### src/rtl/kf_fx_pkg.sv
// kf_fx_pkg: shared FSM states, mode codes and the clamp/wrap reduction helper
package kf_fx_pkg;
  typedef enum logic [2:0] {IDLE, MUL1, MUL2, ADD, DONE} state_e;
  localparam logic [1:0] MODE_ABCPD = 2'b00;
  localparam logic [1:0] MODE_ABPD = 2'b01;
  localparam logic [1:0] MODE_ABCMD = 2'b10;
  localparam int MAX_W = 64;
  localparam int EXT_W = 2 * MAX_W + 1;
  typedef struct packed {
    logic ovf;
    logic [EXT_W-1:0] val;
  } red_t;
  function automatic red_t reduce(input logic signed [EXT_W-1:0] v, input int w, input logic sat);
    logic signed [EXT_W-1:0] hi;
    red_t r;
    hi = v >>> (w - 1);
    r.ovf = !((hi == '0) || (hi == '1));
    r.val = v;
    if (sat && r.ovf)
      r.val = v[EXT_W-1] ? {EXT_W{1'b1}} << (w - 1) : ({{(EXT_W-1){1'b0}}, 1'b1} << (w - 1)) - 1'b1;
    return r;
  endfunction
endpackage

### src/rtl/kf_fx_mac_seq_if.sv
// kf_fx_mac_seq_if: operand/result handshake bundle of the MAC sequencer
interface kf_fx_mac_seq_if #(parameter int WIDTH = 32);
  logic in_valid;
  logic in_ready;
  logic [WIDTH-1:0] a;
  logic [WIDTH-1:0] b;
  logic [WIDTH-1:0] c;
  logic [WIDTH-1:0] d;
  logic [1:0] mode;
  logic out_valid;
  logic out_ready;
  logic [WIDTH-1:0] out;
  logic ovf;
  modport master(output in_valid, a, b, c, d, mode, out_ready, input in_ready, out_valid, out, ovf);
  modport slave(input in_valid, a, b, c, d, mode, out_ready, output in_ready, out_valid, out, ovf);
endinterface

### src/rtl/kf_fx_mul.sv
// kf_fx_mul: combinational signed fixed-point multiply with Q shift and saturate/wrap
module kf_fx_mul import kf_fx_pkg::*; #(
  parameter int WIDTH = 32,
  parameter int FRAC = 0,
  parameter int SAT = 1
) (
  input  logic signed [WIDTH-1:0] x,
  input  logic signed [WIDTH-1:0] y,
  output logic [WIDTH-1:0] p,
  output logic ovf
);
  logic signed [2*WIDTH-1:0] prod;
  logic signed [2*WIDTH-1:0] sh;
  red_t r;
  logic unused_hi;
  always_comb begin
    prod = x * y;
    sh = prod >>> FRAC;
    r = reduce({{(EXT_W-2*WIDTH){sh[2*WIDTH-1]}}, sh}, WIDTH, SAT != 0);
  end
  assign p = r.val[WIDTH-1:0];
  assign ovf = r.ovf;
  assign unused_hi = ^r.val[EXT_W-1:WIDTH];
endmodule

### src/rtl/kf_fx_mac_seq.sv
// kf_fx_mac_seq: sequenced fixed-point a*b*c+-d / a*b+d engine with one shared multiplier
module kf_fx_mac_seq import kf_fx_pkg::*; #(
  parameter int WIDTH = 32,
  parameter int FRAC = 0,
  parameter int SAT = 1
) (
  input logic clk,
  input logic rst,
  kf_fx_mac_seq_if.slave bus
);
  state_e state_q;
  logic [WIDTH-1:0] a_q, b_q, c_q, d_q, p_q, out_q;
  logic [1:0] mode_q;
  logic ovf_q, in_ready_q, out_valid_q;
  logic [WIDTH-1:0] mul_x_d, mul_y_d, mul_p_d, add_d;
  logic mul_ovf_d, add_ovf_d;
  logic signed [WIDTH:0] sum_d;
  red_t add_r;
  logic unused_add;
  always_comb begin
    mul_x_d = (state_q == MUL1) ? a_q : p_q;
    mul_y_d = (state_q == MUL1) ? b_q : c_q;
    sum_d = (mode_q == MODE_ABCMD) ? $signed({p_q[WIDTH-1], p_q}) - $signed({d_q[WIDTH-1], d_q})
                                   : $signed({p_q[WIDTH-1], p_q}) + $signed({d_q[WIDTH-1], d_q});
    add_r = reduce({{(EXT_W-WIDTH-1){sum_d[WIDTH]}}, sum_d}, WIDTH, SAT != 0);
    add_d = add_r.val[WIDTH-1:0];
    add_ovf_d = add_r.ovf;
  end
  assign unused_add = ^add_r.val[EXT_W-1:WIDTH];
  kf_fx_mul #(.WIDTH(WIDTH), .FRAC(FRAC), .SAT(SAT)) u_mul (
    .x(mul_x_d),
    .y(mul_y_d),
    .p(mul_p_d),
    .ovf(mul_ovf_d)
  );
  always_ff @(posedge clk) begin
    if (rst) begin
      state_q <= IDLE;
      a_q <= '0;
      b_q <= '0;
      c_q <= '0;
      d_q <= '0;
      p_q <= '0;
      mode_q <= '0;
      out_q <= '0;
      ovf_q <= 1'b0;
      in_ready_q <= 1'b1;
      out_valid_q <= 1'b0;
    end else begin
      case (state_q)
        IDLE: if (bus.in_valid) begin
          a_q <= bus.a;
          b_q <= bus.b;
          c_q <= bus.c;
          d_q <= bus.d;
          mode_q <= bus.mode;
          ovf_q <= 1'b0;
          in_ready_q <= 1'b0;
          state_q <= MUL1;
        end
        MUL1: begin
          p_q <= mul_p_d;
          ovf_q <= ovf_q | mul_ovf_d;
          state_q <= (mode_q == MODE_ABPD) ? ADD : MUL2;
        end
        MUL2: begin
          p_q <= mul_p_d;
          ovf_q <= ovf_q | mul_ovf_d;
          state_q <= ADD;
        end
        ADD: begin
          out_q <= add_d;
          ovf_q <= ovf_q | add_ovf_d;
          out_valid_q <= 1'b1;
          state_q <= DONE;
        end
        DONE: if (bus.out_ready) begin
          out_valid_q <= 1'b0;
          in_ready_q <= 1'b1;
          state_q <= IDLE;
        end
        default: state_q <= IDLE;
      endcase
    end
  end
  assign bus.in_ready = in_ready_q;
  assign bus.out_valid = out_valid_q;
  assign bus.out = out_q;
  assign bus.ovf = ovf_q;
endmodule

### src/flat_wrapper.sv
// flat-port wrapper written by rule: the top's interface ports become plain ports
module kf_fx_mac_seq_flat import kf_fx_pkg::*;
#(
  parameter int WIDTH = 32,
  parameter int FRAC = 0,
  parameter int SAT = 1
)
  (clk, rst, bus_in_valid, bus_a, bus_b, bus_c, bus_d, bus_mode, bus_out_ready, bus_in_ready, bus_out_valid, bus_out, bus_ovf);
  kf_fx_mac_seq_if #(.WIDTH(WIDTH)) bus_i ();
  input logic clk;
  input logic rst;
  input wire logic [$bits(bus_i.in_valid)-1:0] bus_in_valid;
  input wire logic [$bits(bus_i.a)-1:0] bus_a;
  input wire logic [$bits(bus_i.b)-1:0] bus_b;
  input wire logic [$bits(bus_i.c)-1:0] bus_c;
  input wire logic [$bits(bus_i.d)-1:0] bus_d;
  input wire logic [$bits(bus_i.mode)-1:0] bus_mode;
  input wire logic [$bits(bus_i.out_ready)-1:0] bus_out_ready;
  output wire logic [$bits(bus_i.in_ready)-1:0] bus_in_ready;
  output wire logic [$bits(bus_i.out_valid)-1:0] bus_out_valid;
  output wire logic [$bits(bus_i.out)-1:0] bus_out;
  output wire logic [$bits(bus_i.ovf)-1:0] bus_ovf;
  assign bus_i.in_valid = bus_in_valid;
  assign bus_i.a = bus_a;
  assign bus_i.b = bus_b;
  assign bus_i.c = bus_c;
  assign bus_i.d = bus_d;
  assign bus_i.mode = bus_mode;
  assign bus_i.out_ready = bus_out_ready;
  assign bus_in_ready = bus_i.in_ready;
  assign bus_out_valid = bus_i.out_valid;
  assign bus_out = bus_i.out;
  assign bus_ovf = bus_i.ovf;
  kf_fx_mac_seq #(.WIDTH(WIDTH), .FRAC(FRAC), .SAT(SAT)) u_core (.clk(clk), .rst(rst), .bus(bus_i));
endmodule
### config.mk
export PLATFORM = sky130hd
export DESIGN_NAME = kf_fx_mac_seq_flat
export DESIGN_NICKNAME = d
export VERILOG_FILES = /design/src/rtl/kf_fx_pkg.sv /design/src/rtl/kf_fx_mac_seq_if.sv /design/src/rtl/kf_fx_mul.sv /design/src/rtl/kf_fx_mac_seq.sv /design/src/flat_wrapper.sv
export SDC_FILE = /design/constraint.sdc
export NUM_CORES = 2
export LEC_CHECK = 0
export BUFFER_PORTS_ARGS = -buffer_cell sky130_fd_sc_hd__buf_2
export CORE_MARGIN = 3
export CORE_UTILIZATION = 55
export CTS_BUF_LIST = sky130_fd_sc_hd__clkbuf_4 sky130_fd_sc_hd__clkbuf_8
export DETAILED_ROUTE_END_ITERATION = 10
export PLACE_DENSITY = 0.72
export SYNTH_ARGS = -nofsm -noshare
export SYNTH_HDL_FRONTEND = slang
export SYNTH_SLANG_ARGS = --single-unit
export TNS_END_PERCENT = 100
### constraint.sdc
create_clock -name clk -period 14 [get_ports clk]
set_clock_uncertainty 0.05 [all_clocks]
set_input_delay 3.5 -clock clk [delete_from_list [all_inputs] [get_ports clk]]
set_output_delay 3.5 -clock clk [all_outputs]
set_load 0.1 [all_outputs]
==> flow_summary.yaml <==
timing:
  fin_setup_tns_ps: 0
  maxSlewViolCount: 0
  finalCritPeriodShare: 0.913
  hold_viol: 0
  fmax_ghz: 0.0782
  period_minus_slack_ps: 12790
  rsz0062_at_grt: "false"
  tightest_slew_ps: 1330
  relSlewSlack: 0.0952
  setup_viol_count_final: 0
  hold_ws_ps: 411
finish:
  layout_common_cells: "fa_1 (1083), inv_1 (971), nand2_1 (865)"
  nNetsFinal: 6740
  syn2layout_area_growth_pct: 5.38
  final_common_cell: "fa_1"
  drive_gt1_frac: 0.0807
  final_util: 0.589
cts:
  cts_tree: "built"
  clock_path_buffers: 2
  h-tree-depth: 4
  cts.sinks: 200
  cts_root_buf: "clkbuf_8"
  postCtsHoldBufs: 0
  worstSkewPairLatency_ps: 560
  clk_pin_slew_ps: 120
  cts_buffers: 17
  postCtsSetupRepairBufs: 0
  post_cts_resized: 0
synth:
  synthFlopType: "dfxtp_1"
  synth_seq_cells: 200
  async_reset_ff_frac: 0
  netlist_area_sq_um: 46300
  syn_area_per_cell_sq_um: 8.75
  ys_types: 84
  synth_edf_count: 0
  ys_seq_area_frac: 0.0865
  synth_nets: 6723
  syn_inst: 5289
  yosysWarningCount: 0
global_routing:
  grt_remaining_overflow: 0
  antenna_found_initial: 2
  grt_pass1_vias: 38900
  grt_pass1_wl_mm: 230
  track_usage: 0.351
  grt_max_degree: 90
worst_hold_path:
  hp-class: "flip-flop to flip-flop"
detailed_routing:
  wl_per_cell_um: 23.4
  drc: 0
  drt-initial-drc-count: 3341
  drt_wl_total_mm: 150
  post_drt_via_cell_ratio: 5.87
  antenna_left: 0
  first_pass_iters: 6
  dr_total_vias: 37600
die:
  die_area_sq_um: 87600
  core-area_sq_um: 82800
  die_x_um: 296
  ios: 169
  rows: 105
  initial_utilization: 0.559
  die_h_um: 296
worst_setup_path:
  startpoint_type: "flip-flop"
  worst_path_max_delay_cell: "fa_1"
  crit_type: "flip-flop to flip-flop"
  max_stage_delay_ps: 940
  cp_max_fo: 32
  cp-end-kind: "flip-flop"
  critPathRequiredTime_ps: 14350
  r2r_setup_slack_ps: 1210
  cp.arrival_ps: 13130
  crit_top_cell: "fa_1"
pwr:
  power.density_nw_per_um2: 156
  total_power_mw: 7.59
  vdd.ir_drop.worst_uv: 175
  p_leak_nw: 23.4
outcome:
  status: "finished, final reports clean"
placed_design:
  port_buffers: 168
  globalplace.congestion: 0.990
  place_hpwl_mm: 125
run:
  maxCapViolCount: 0
-- through the flow --
step           setup WS (ps)  area [sq um]  cells
2_1_floorplan           2650         46300   5289
3_3_place_gp            1530         48300   6357
3_5_place_dp            1340         48300   6357
4_1_cts                 1300         48700   6389
5_1_grt                  559         48700   6390
6_report                1210         48800   6394
-- state kept, by name, indices dropped and copies added (netlist names) --
| name | count |
|---|---|
| u_core.b_q | 32 |
| u_core.d_q | 32 |
| u_core.mode_q | 2 |
| u_core.c_q | 32 |
| u_core.state_q | 3 |
| u_core.p_q | 32 |
| u_core.a_q | 32 |
| u_core.bus.out_valid | 1 |
| u_core.bus.out | 32 |
| u_core.bus.ovf | 1 |
| u_core.bus.in_ready | 1 |
-- cell type report --
type	instances	area, sq um
inverters	971	3640
flip-flops and latches	200	4000
diodes	5	12.5
clock buffers	17	234
multi-input cells	3868	37900
repair buffers	248	1450
well taps	1070	1340
fillers	7333	34000
clock inverters	15	221
-- Yosys cell counts (13+ instances only) --
master,instances,area [sq um]
a211oi_1,45,338
a21o_1,38,285
a21oi_1,272,1360
and2_1,19,119
and3_1,17,106
buf_1,18,67.6
clkbuf_1,226,848
dfxtp_1,200,4000
fa_1,1083,21700
ha_1,217,2720
inv_1,971,3640
mux2_2,59,664
mux2i_1,67,671
nand2_1,865,3250
nand2b_1,15,93.8
nand3_1,30,150
nand4_1,20,125
nor2_1,633,2380
nor2b_1,13,81.3
nor3_1,35,175
o211ai_2,20,250
o21a_1,13,97.6
o21ai_0,91,455
or2_2,15,93.8
xnor2_1,75,657
xor2_1,45,394
-- routing by layer --
layer | up-vias | track usage | wire [um]
met5 | - | 0 | 0
met4 | 0 | 0.150 | 7570
met3 | 376 | 0.0868 | 14600
met2 | 1853 | 0.557 | 68400
met1 | 19200 | 0.463 | 59200
li1 | 16100 | - | -
-- power breakdown --
| part | internal, mW | total, mW | switching (mW) |
|---|---|---|---|
| Clock | 0.173 | 0.439 | 0.266 |
| Combinational | 2.22 | 6.40 | 4.18 |
| Sequential | 0.637 | 0.755 | 0.118 |
-- critical path: cells and delay by family (launching register included) --
kind,cells,cell delay [ps]
flops,1,460
buf+inv,6,1450
simple gates,7,2910
fa+ha+maj,9,5290
compound gates,8,1750
mux,1,660
-- kinds of logic (layout without fill, tap and decap cells) --
family,after synthesis,after routing,synth area share
XOR/XNOR,120,120,0.0227
buffers and inverters,1221,1251,0.100
adder cells (fa/ha/maj),1304,1304,0.528
AND/OR/NAND/NOR,1716,1716,0.151
flip-flops,200,200,0.0865
multiplexers,126,126,0.0289
other,0,5,0
AO/OA/AOI/OAI,602,602,0.0826
-- path summary, 6_finish.rpt --
| kind | from | end | cells after the start |
|---|---|---|---|
| worst max register to register | u_core.state_q[2] | u_core.p_q[10] | 31 |
| worst min register to register | u_core.c_q[23] | u_core.c_q[23] | 2 |
| worst max-delay path | u_core.state_q[2] | u_core.p_q[10] | 31 |
| worst min-delay path | u_core.c_q[23] | u_core.c_q[23] | 2 |
Power figures use the tool's default switching activity.
